<file path="src/rtl/frogger_pkg.sv">
// Shared Frogger definitions: sequencer state encodings, counter widths and
// screen geometry used by the sequencer, frog and car blocks.
package frogger_pkg;

  typedef enum logic [2:0] {
    ST_IDLE      = 3'd0,
    ST_COUNTDOWN = 3'd1,
    ST_PLAY      = 3'd2,
    ST_HIT       = 3'd3,
    ST_LEVELUP   = 3'd4,
    ST_WIN       = 3'd5,
    ST_OVER      = 3'd6
  } state_t;

  localparam int LEVEL_W = 3;
  localparam int LIVES_W = 3;
  localparam int CNT_W   = 28;

  // Frog top at or above this row means the road has been crossed.
  localparam logic [8:0] GOAL_Y = 9'd90;

  localparam int SCREEN_W  = 640;
  localparam int SCREEN_H  = 480;
  localparam int FROG_SIZE = 16;

endpackage

</file>
<file path="src/rtl/game_sequencer_tick_divider.sv">
// Loadable period divider: counts enabled cycles and emits a one-cycle wrap
// pulse every i_period cycles. Load (or reset) restarts the count at zero.
module tick_divider
  import frogger_pkg::*;
(
  input  logic             i_clk,
  input  logic             i_rst,
  input  logic             i_load,
  input  logic             i_en,
  input  logic [CNT_W-1:0] i_period,
  output logic             o_wrap
);

  logic [CNT_W-1:0] r_cnt;
  logic             w_at_end;

  assign w_at_end = (r_cnt == (i_period - CNT_W'(1)));
  assign o_wrap   = i_en & ~i_load & w_at_end;

  // Period counter: cleared on load, wraps to zero at period-1.
  always_ff @(posedge i_clk) begin
    if (i_rst || i_load) begin
      r_cnt <= '0;
    end else if (i_en) begin
      r_cnt <= w_at_end ? '0 : r_cnt + CNT_W'(1);
    end
  end

endmodule

</file>
<file path="src/rtl/game_sequencer.sv">
// Frogger round controller: countdown, play, hit-respawn, level-up, win and
// game-over sequencing. Every output is a register.
module game_sequencer #(
  parameter int unsigned CLK_HZ      = 100_000_000,
  parameter int unsigned COUNTDOWN_S = 5,
  parameter int unsigned START_LIVES = 3,
  parameter int unsigned MAX_LEVEL   = 5,
  parameter int unsigned TICK_BASE   = 2_000_000,
  parameter int unsigned TICK_STEP   = 250_000,
  parameter int unsigned HIT_HOLD    = 50_000_000,
  parameter logic [8:0]  GOAL_Y      = frogger_pkg::GOAL_Y
) (
  input  logic       clk_in,
  input  logic       reset_in,
  input  logic       start_i,
  input  logic       collision_i,
  input  logic [8:0] frogT_i,
  output logic       pseudo_o,
  output logic       move_tick_o,
  output logic [2:0] level_o,
  output logic [2:0] lives_o,
  output logic [2:0] count_o,
  output logic       gamewin_o,
  output logic       gameover_o,
  output logic [2:0] state_o
);
  import frogger_pkg::*;

  state_t             r_state, w_next;
  logic [LIVES_W-1:0] r_lives, w_lives_nxt;
  logic [LEVEL_W-1:0] r_level, w_level_nxt;
  logic [2:0]         r_count, w_count_nxt;
  logic [CNT_W-1:0]   r_hold;
  logic               r_pseudo, r_tick, r_win, r_over;
  logic               w_sec_wrap, w_tick_wrap;
  logic [CNT_W-1:0]   w_period;

  // Move period shrinks linearly with level.
  assign w_period = CNT_W'(TICK_BASE)
                  - (CNT_W'(r_level) - CNT_W'(1)) * CNT_W'(TICK_STEP);

  tick_divider u_sec (
    .i_clk    (clk_in),
    .i_rst    (reset_in),
    .i_load   (r_state != ST_COUNTDOWN),
    .i_en     (r_state == ST_COUNTDOWN),
    .i_period (CNT_W'(CLK_HZ)),
    .o_wrap   (w_sec_wrap)
  );

  tick_divider u_tick (
    .i_clk    (clk_in),
    .i_rst    (reset_in),
    .i_load   (r_state != ST_PLAY),
    .i_en     (r_state == ST_PLAY),
    .i_period (w_period),
    .o_wrap   (w_tick_wrap)
  );

  // Next-state and next lives/level/count; collision outranks reaching the goal.
  always_comb begin
    w_next      = r_state;
    w_lives_nxt = r_lives;
    w_level_nxt = r_level;
    w_count_nxt = r_count;
    case (r_state)
      ST_IDLE: begin
        if (start_i) begin
          w_next      = ST_COUNTDOWN;
          w_count_nxt = 3'(COUNTDOWN_S);
        end
      end
      ST_COUNTDOWN: begin
        if (w_sec_wrap) begin
          w_count_nxt = r_count - 3'd1;
          if (r_count == 3'd1) w_next = ST_PLAY;
        end
      end
      ST_PLAY: begin
        if (collision_i) begin
          w_lives_nxt = r_lives - 3'd1;
          w_next      = (r_lives == 3'd1) ? ST_OVER : ST_HIT;
        end else if (frogT_i <= GOAL_Y) begin
          w_next = (r_level == 3'(MAX_LEVEL)) ? ST_WIN : ST_LEVELUP;
        end
      end
      ST_HIT: begin
        if (r_hold == CNT_W'(HIT_HOLD - 1)) w_next = ST_PLAY;
      end
      ST_LEVELUP: begin
        w_level_nxt = r_level + 3'd1;
        w_count_nxt = 3'(COUNTDOWN_S);
        w_next      = ST_COUNTDOWN;
      end
      ST_WIN, ST_OVER: begin
        if (start_i) begin
          w_lives_nxt = 3'(START_LIVES);
          w_level_nxt = 3'd1;
          w_count_nxt = 3'(COUNTDOWN_S);
          w_next      = ST_COUNTDOWN;
        end
      end
      default: w_next = ST_IDLE;
    endcase
  end

  // State, score and output registers; hold timer runs only while in HIT.
  always_ff @(posedge clk_in) begin
    if (reset_in) begin
      r_state  <= ST_IDLE;
      r_lives  <= 3'(START_LIVES);
      r_level  <= 3'd1;
      r_count  <= 3'(COUNTDOWN_S);
      r_hold   <= '0;
      r_pseudo <= 1'b1;
      r_tick   <= 1'b0;
      r_win    <= 1'b0;
      r_over   <= 1'b0;
    end else begin
      r_state  <= w_next;
      r_lives  <= w_lives_nxt;
      r_level  <= w_level_nxt;
      r_count  <= w_count_nxt;
      r_hold   <= (r_state == ST_HIT) ? r_hold + CNT_W'(1) : '0;
      r_pseudo <= (w_next != ST_PLAY);
      r_tick   <= w_tick_wrap && (w_next == ST_PLAY);
      r_win    <= (w_next == ST_WIN);
      r_over   <= (w_next == ST_OVER);
    end
  end

  assign state_o     = r_state;
  assign lives_o     = r_lives;
  assign level_o     = r_level;
  assign count_o     = r_count;
  assign pseudo_o    = r_pseudo;
  assign move_tick_o = r_tick;
  assign gamewin_o   = r_win;
  assign gameover_o  = r_over;

endmodule

</file>
<file path="config.mk">
export PLATFORM = sky130hd
export DESIGN_NAME = game_sequencer
export DESIGN_NICKNAME = d
export VERILOG_FILES = /design/src/rtl/frogger_pkg.sv /design/src/rtl/game_sequencer_tick_divider.sv /design/src/rtl/game_sequencer.sv
export SDC_FILE = /design/constraint.sdc
export NUM_CORES = 1
export LEC_CHECK = 0
export CORE_AREA = 8 8 157 159
export DETAILED_ROUTE_END_ITERATION = 8
export DIE_AREA = 0 0 165 167
export GPL_ROUTABILITY_DRIVEN = 0
export PLACE_DENSITY = 0.69
export SLEW_MARGIN = 20
export SYNTH_ARGS = -nofsm -noshare
export SYNTH_HDL_FRONTEND = slang
export SYNTH_HIERARCHICAL = 1
export SYNTH_SLANG_ARGS = --single-unit
</file>
<file path="constraint.sdc">
create_clock -name clk_in -period 8.5 [get_ports clk_in]
set_clock_uncertainty 0.2 [all_clocks]
set_input_delay 1.7 -clock clk_in [delete_from_list [all_inputs] [get_ports clk_in]]
set_output_delay 1.7 -clock clk_in [all_outputs]
set_load 0.01 [all_outputs]
</file>
==> results.md, run 1 <==
* Clk buf depth at 2
* Internal at ~700 uW
* Routed Antenna Nets at 0
* Ant. Diodes at 0
* Syn_area_per_cell at just over 8 um^2
* Final std cells w/o fill at roughly 1600
* Row cnt at 55
* Share of total power in combinational logic at about 7.5%
* DP HPWL at between 15 and 20 mm
* Clock Power Share at a little over two fifths
* Worst r2r src: level_o[1]$_SDFFE_PP0P_
* Placed cells at 1572
* P_leak at 0.00394 uW
* R2R cell count at 28
* Most used cell, CP: inv_1
* Tot GR Track Use at approximately 16%
* Fmax at about 120 MHz
* Setup Fix Bufs, Post-CTS at 0
* Setup TNS at 0 ns
* Total CTS buffers at 9
* Reg2reg setup slack at between 0.4 and 0.5 ns
* Status: completed
* Relative slew slack at 47.1%
* Via count at 8381
* Mean number of vias per cell at ~5.3
* Util after Layout at roughly half
* Crit Path Class: reg2reg
* Ratio of cells with drive above 1 in the final layout at 9.82%
* CP endpoint kind: register
* First drt pass iteration count at 5
* H-Tree Depth at 3
* DR iter-0 viols at about 350
* Slew Limit Fails at 0
* CP Launch Type: register
* Die Wd at around 170 um
* Tmin final at ~8.1 ns
* Power Density at between 80 and 90 mW/mm^2
* Share of the synthesized area in the top cell type at roughly a fifth
* HP Start: r_hold[0]$_SDFF_PP0_
* Ys flop type: dfxtp_1
* Yosys warning total at 6
* Worst reg2reg endpoint: move_tick_o$_SDFF_PP0_
* Die ar. at ~0.028 mm^2
* Seq/Total Area, Yosys at between 20% and 30%
* Unrepaired setup endpoints after global routing: false
* Synthesized area at 0.00952 mm^2
* P_sw at approximately 260 uW
* Critical path startpoint: level_o[1]$_SDFFE_PP0P_
* Global route overflow at 0
* Port buffer count at 28
* Number of synthesized flops with an enable pin at 0
* First-pass GRT wire length at approximately 37 mm
* Count of different cell masters after synthesis at 81
* Final hold vios at 0
* CTS tree: done
* Nets@finish at approximately 1400
* # IOs at 29
* Synth async-reset ratio at 0%
* Post-Syn Instances at approximately 1200
* Max VDD drop at 0.0843 mV
* Area growth from synthesis to layout at 14.3%
* #FFs+latches synth at 100
* Final worst-path cycle share at a little over nine tenths
* Initial Utilization at 42.8%
* CP bufs+invs at 5
* HP Class: reg2reg
* # setup viols final at 0
* Final hold slack at between 0.2 and 0.3 ns
* Worst-Margin Slew at about 0.8 ns
* Sequential Power Share at approximately 49%
* Max_cap viols at 0
* Die height at ~170 um
* Worst-path fanout max at 6
* Synth area leaders: dfxtp_1, xor2_1, xnor2_1, ha_1, a211oi_2
* Drt drc at 0
* Routed Wire Length at between 20 and 25 mm
* Cell taking the most area after synthesis: dfxtp_1
* Net Sw Frac at between 20% and 30%
* Critical path arrival at 8.16 ns
* CORE AREA at approximately 0.022 mm^2
* Fillcell total at approximately 2100
* Clock Pin Slew Worst Setup and Hold Paths at 0.08 ns
* Clock Latency Late Sink at around 0.36 ns
* Number of antenna violations at the first check in global routing at 0
* Crit-path slowest cell: or4_1
* Sink Count at 100
* Worst path required time at 8.61 ns
* Hold Crit Endpoint: r_hold[0]$_SDFF_PP0_
* Vias in the first global route at between 7000 and 8000
* Delay-heaviest family, CP: adder cells
* Hold Path Depth at 1
* Routed len/inst at approximately 14 um
* CP max stage delay at approximately 0.55 ns
* Largest net degree at the start of global routing at 38
* CTS root buf: clkbuf_16
[layer usage]
metal	vias to the layer above	routed length, um	GRT usage (%)
li1	4333	-	-
met3	19	635	2.56
met2	120	9860	24.8
met4	0	347	4.15
met5	-	0	0
met1	3909	11200	22.7
[cell families (layout without fill, tap and decap cells)]
| logic type | count (synthesis) | after routing | share of synthesized area [%] |
|---|---|---|---|
| buffers and inverters | 127 | 135 | 5.63 |
| and+or+nand+nor | 481 | 481 | 28.6 |
| other | 2 | 132 | 0.0789 |
| DFF | 100 | 100 | 21.0 |
| AOI/OAI and AO/OA | 206 | 206 | 17.5 |
| muxes | 7 | 7 | 1.05 |
| adders and majority gates | 68 | 68 | 10.0 |
| xor gates and xnor gates | 174 | 174 | 16.0 |
[timing repair]
action | in CTS | in global routing
hold buffers | 0 | 0
endpoints found under the setup margin | 0 | 29
gates resized for setup | 0 | 8
[state kept, by name, summed over array words and instances (netlist names)]
signal        count
r_hold           28
u_sec/r_cnt      28
u_tick/r_cnt     28
count_o           3
level_o           3
lives_o           3
state_o           3
gameover_o        1
gamewin_o         1
move_tick_o       1
pseudo_o          1
[through the flow]
step           cell area, um^2  total power (uW)  setup slack, ns
6_report                 10900               965            0.449
5_1_grt                  10900              1000          0.00182
4_1_cts                  10800               969            0.163
3_5_place_dp             10500               550            0.171
3_3_place_gp             10500               549            0.427
2_1_floorplan            10000               537           0.0666
[how the worst max path moves through the flow]
stage	to	slack (ns)	cells after the start
floorplan	u_tick/r_cnt[13]$_SDFFE_PP0P_	0.07	31
global placement	u_tick/r_cnt[8]$_SDFFE_PP0P_	0.43	30
detailed placement	move_tick_o$_SDFF_PP0_	0.17	30
CTS	move_tick_o$_SDFF_PP0_	0.16	30
global route	u_tick/r_cnt[12]$_SDFFE_PP0P_	0.002	30
finish	move_tick_o$_SDFF_PP0_	0.45	28
[area by class of cell]
cell class	count	area [um^2]	share of cell area (%)
repair buffers	42	397	3.65
inverters	77	289	2.66
flip-flops and latches	100	2000	18.4
multi-input cells	1068	7530	69.2
well taps	285	357	3.28
clock buffers	9	225	2.07
clock inverters	7	78.8	0.725
[cells in the mapped netlist, types with 6 or more instances]
library cell / n
nor2b_1: 11
ha_1: 54
o211ai_1: 6
fa_1: 14
a31oi_1: 15
nand3b_1: 10
nand4_1: 46
a22oi_1: 6
nor2_1: 107
nand2_1: 89
a211oi_2: 41
clkbuf_1: 33
a211oi_1: 17
buf_6: 7
nor3b_1: 6
and3_1: 15
or2_2: 11
nand2b_1: 9
and2_1: 6
inv_1: 76
and4_1: 10
nor4b_1: 9
or3_1: 21
or4b_2: 6
xor2_1: 90
a311oi_1: 6
xnor2_1: 84
or4_1: 11
nor3_1: 29
dfxtp_1: 100
a21oi_1: 25
o21ai_0: 30
nor4_1: 13
nand3_1: 44
[layout by cell type (no fill, tap or decap), types with 6 or more instances in the layout]
cell type        synthesis  layout
a21oi_1                 25      25
nand3_1                 44      44
buf_4                    0      11
or2_2                   11      11
fa_1                    14      14
xor2_1                  90      87
nand2_1                 89      89
dfxtp_1                100     100
nor4_1                  13      13
nor2b_1                 11      11
nor3b_1                  6       6
o211ai_1                 6       6
nand4_1                 46      46
a211oi_1                17      17
and3_1                  15      15
nand3b_1                10      10
a22oi_1                  6       6
nand2b_1                 9       9
xnor2_1                 84      84
or3_1                   21      21
a211oi_2                41      41
clkdlybuf4s50_1          0      28
a311oi_1                 6       6
o21ai_0                 30      29
conb_1                   2     132
and2_1                   6       6
or4_1                   11      11
nor2_1                 107     106
nor3_1                  29      29
a31oi_1                 15      15
or4b_2                   6       6
and4_1                  10      10
inv_1                   76      76
nor4b_1                  9       8
ha_1                    54      53
clkbuf_16                0       9
[power by group through the flow]
stage	Clock (uW)	Sequential, uW	Combinational, uW
after global routing	449	471	81.9
after floorplan	0	481	55.9
after global placement	0	482	67.3
after detailed placement	0	482	67.9
after CTS	430	471	68.2
final	422	471	72.1
No activity file was read; power rests on OpenSTA's default activity.
==> run 2: changes to the inputs <==
- ABC_AREA: unset -> 1
- CORE_AREA: 8 8 157 159 -> 8 8 160 162
- DIE_AREA: 0 0 165 167 -> 0 0 168 170
- MAX_ROUTING_LAYER: unset -> met4
- TNS_END_PERCENT: unset -> 10
==> run 2 against run 1 <==
- clock-buffer cell count unchanged
- non-clock buffer count decreased by 9
- register-to-register slack improved by 0.43 ns
- sequential power about the same
- sequential share of layout area decreased by 0.47 points
- synthesized cell count increased by 37%
- synthesized area increased by 4.1%
- worst hold slack got worse by 0.013 ns
- setup slack improved by 0.43 ns
- cell area increased by 2.6%
- combinational power increased by 10%
- largest cell class unchanged
- largest power group unchanged
- highest routed layer unchanged
==> results.md, run 2 <==
* Tot GR Track Use at between 10% and 20%
* Relative slew slack at between 50% and 60%
* Reg2reg setup slack at just under 0.9 ns
* Net Sw Frac at approximately a quarter
* Drt drc at 0
* Worst path required time at ~8.5 ns
* Area growth from synthesis to layout at 12.6%
* Synthesized area at 0.00991 mm^2
* Synth async-reset ratio at 0%
* CP bufs+invs at 6
* Worst-Margin Slew at 0.708 ns
* CTS root buf: clkbuf_16
* Worst r2r src: level_o[0]$_SDFFE_PP1P_
* Hold Path Depth at 2
* Seq/Total Area, Yosys at around 20%
* Crit Path Class: reg2reg
* Die height at 170 um
* Post-Syn Instances at approximately 1600
* HP Class: reg2reg
* Port buffer count at 28
* Syn_area_per_cell at between 6 and 7 um^2
* Ratio of cells with drive above 1 in the final layout at about 5.9%
* HP Start: r_hold[27]$_SDFF_PP0_
* Synth area leaders: dfxtp_1, nand2_1, inv_1, nor2_1, xor2_1
* Met2 WL post-DR at ~10 mm
* Number of synthesized flops with an enable pin at 0
* Largest net degree at the start of global routing at 30
* Commonest cells post-synth: nand2_1, inv_1, nor2_1
* Die Wd at 168 um
* Clock Latency Late Sink at 0.35 ns
* Routed Antenna Nets at 0
* Unrepaired setup endpoints after global routing: false
* Highest routed metal layer: met4
* Post-CTS Hold Fix Bufs at 0
* Setup ws final at between 0.8 and 0.9 ns
* Met3 wire length at slightly above 1 mm
* Hold Crit Endpoint: r_hold[27]$_SDFF_PP0_
* Sequential Power Share at around half
* DR iter-0 viols at roughly 690
* Global route overflow at 0
* Ys flop type: dfxtp_1
* Critical path arrival at ~7.7 ns
* Worst-path fanout max at 27
* CTS tree: done
* Yosys warning total at 6
* Via count at approximately 10000
* Share of total power in combinational logic at between 8 and 9%
* DP HPWL at 19.7 mm
* R2R cell count at 38
* #FFs+latches synth at 100
* Status: completed
* Largest regs: r_hold: 28 flops, u_sec/r_cnt: 28 flops, u_tick/r_cnt: 28 flops
* Setup Fix Bufs, Post-CTS at 0
* CP max stage delay at about 0.56 ns
* Routed len/inst at approximately 12 um
* Final hold vios at 0
* Most used cell, CP: nand2_1
* Final worst-path cycle share at around nine tenths
* CP endpoint kind: register
* H-Tree Depth at 3
* Worst reg2reg endpoint: u_tick/r_cnt[25]$_SDFFE_PP0P_
* Setup TNS at 0 ns
* Mean number of vias per cell at 4.81
* P_leak at around 0.0052 uW
* CORE AREA at roughly 0.023 mm^2
* Number of antenna violations at the first check in global routing at 0
* P_sw at approximately 230 uW
* Slew Limit Fails at 0
* Commonest non-fill, non-tap cell in the layout: nand2_1
* Die ar. at 0.0286 mm^2
* Clock Power Share at a little over two fifths
* First-pass GRT wire length at 41.1 mm
* Most instantiated library cell after synthesis: nand2_1
* Delay-heaviest family, CP: adder cells
* # IOs at 29
* Post-CTS sizing at 0
* Tmin final at roughly 7.6 ns
* Sink Count at 100
* Clock Pin Slew Worst Setup and Hold Paths at approximately 0.070 ns
* Most frequent cells in the layout: nand2_1, inv_1, nor2_1
* Clk buf depth at 2
* Worst slack, placed at around 0.9 ns
* Cell taking the most area after synthesis: dfxtp_1
* Count of different cell masters after synthesis at 56
* Internal at 727 uW
* Initial Utilization at between 40% and 50%
* Share of the synthesized area in the top cell type at roughly a fifth
* Nets@finish at approximately 1800
* CP Launch Type: register
* Routed Wire Length at 23.8 mm
* WL met1 at 12.1 mm
* Row cnt at 56
* # setup viols final at 0
* Crit-path slowest cell: fa_1
* First drt pass iteration count at 5
* Max VDD drop at 0.189 mV
* Max_cap viols at 0
* Total CTS buffers at 9
* Fmax at about 130 MHz
* Vias in the first global route at roughly 8900
* Power Density at 85.8 mW/mm^2
* Ant. Diodes at 0
==> run 2: worst max path at each step <==
stage,start,end,slack (ns),cells after the start
global route,level_o[0]$_SDFFE_PP1P_,u_tick/r_cnt[25]$_SDFFE_PP0P_,0.14,38
CTS,level_o[0]$_SDFFE_PP1P_,u_tick/r_cnt[25]$_SDFFE_PP0P_,0.87,38
floorplan,level_o[0]$_SDFFE_PP1P_,u_tick/r_cnt[18]$_SDFFE_PP0P_,1.11,38
global placement,level_o[0]$_SDFFE_PP1P_,u_tick/r_cnt[26]$_SDFFE_PP0P_,1.10,38
detailed placement,level_o[0]$_SDFFE_PP1P_,u_tick/r_cnt[26]$_SDFFE_PP0P_,0.90,38
finish,level_o[0]$_SDFFE_PP1P_,u_tick/r_cnt[25]$_SDFFE_PP0P_,0.88,38
==> run 2: power by group through the flow <==
stage                     Sequential, uW  Combinational [uW]  Clock [uW]
after global placement               483                74.8           0
after global routing                 472                93.5         436
after floorplan                      483                58.1           0
final                                472                79.5         406
after CTS                            472                75.5         415
after detailed placement             483                75.3           0
==> run 2: logic make-up (layout without fill, tap and decap cells) <==
group / count (synthesis) / in the layout / share of synthesized area (%)
AOI/OAI and AO/OA: 117 / 117 / 7.03
adders and majority gates: 68 / 68 / 9.64
other: 2 / 103 / 0.0758
DFF: 100 / 100 / 20.2
buffers and inverters: 278 / 312 / 11.0
and+or+nand+nor: 915 / 915 / 41.6
xor gates and xnor gates: 116 / 116 / 10.5
==> run 2: routing by layer <==
| metal | up-vias | global-route usage, % |
|---|---|---|
| met4 | 0 | 4.00 |
| met2 | 194 | 27.1 |
| met3 | 35 | 2.92 |
| met5 | - | - |
| met1 | 4310 | 23.1 |
| li1 | 5174 | - |
==> run 2: cell type report <==
cell class / instances / area [um^2]
Timing Repair Buffer: 33 / 318
Multi-Input combinational cell: 1319 / 7200
Sequential cell: 100 / 2000
Clock inverter: 7 / 66.3
Tap cell: 290 / 363
Fill cell: 2365 / 11900
Clock buffer: 9 / 225
Inverter: 263 / 990
==> run 2: worst reg2reg max path, delay by kind of cell (launching register included) <==
family                   cells  cell delay (ns)
AO/OA/AOI/OAI                1             0.37
XOR/XNOR                     2             0.63
adder cells (fa/ha/maj)      7             2.80
buffers and inverters        6             0.70
flip-flops                   1             0.31
AND/OR/NAND/NOR             22             2.49
==> run 2: per-stage QoR <==
step           instances  util (%)  hold slack (ns)  cell area [um^2]  power, uW
2_1_floorplan       1697         -            0.239             10300        541
3_3_place_gp        2005      47.2            0.246             10900        558
3_5_place_dp        2005      47.2            0.259             10900        558
4_1_cts             2021      48.4            0.269             11200        963
5_1_grt             2021      48.4            0.309             11200       1000
6_report            2021      48.4            0.263             11200        958
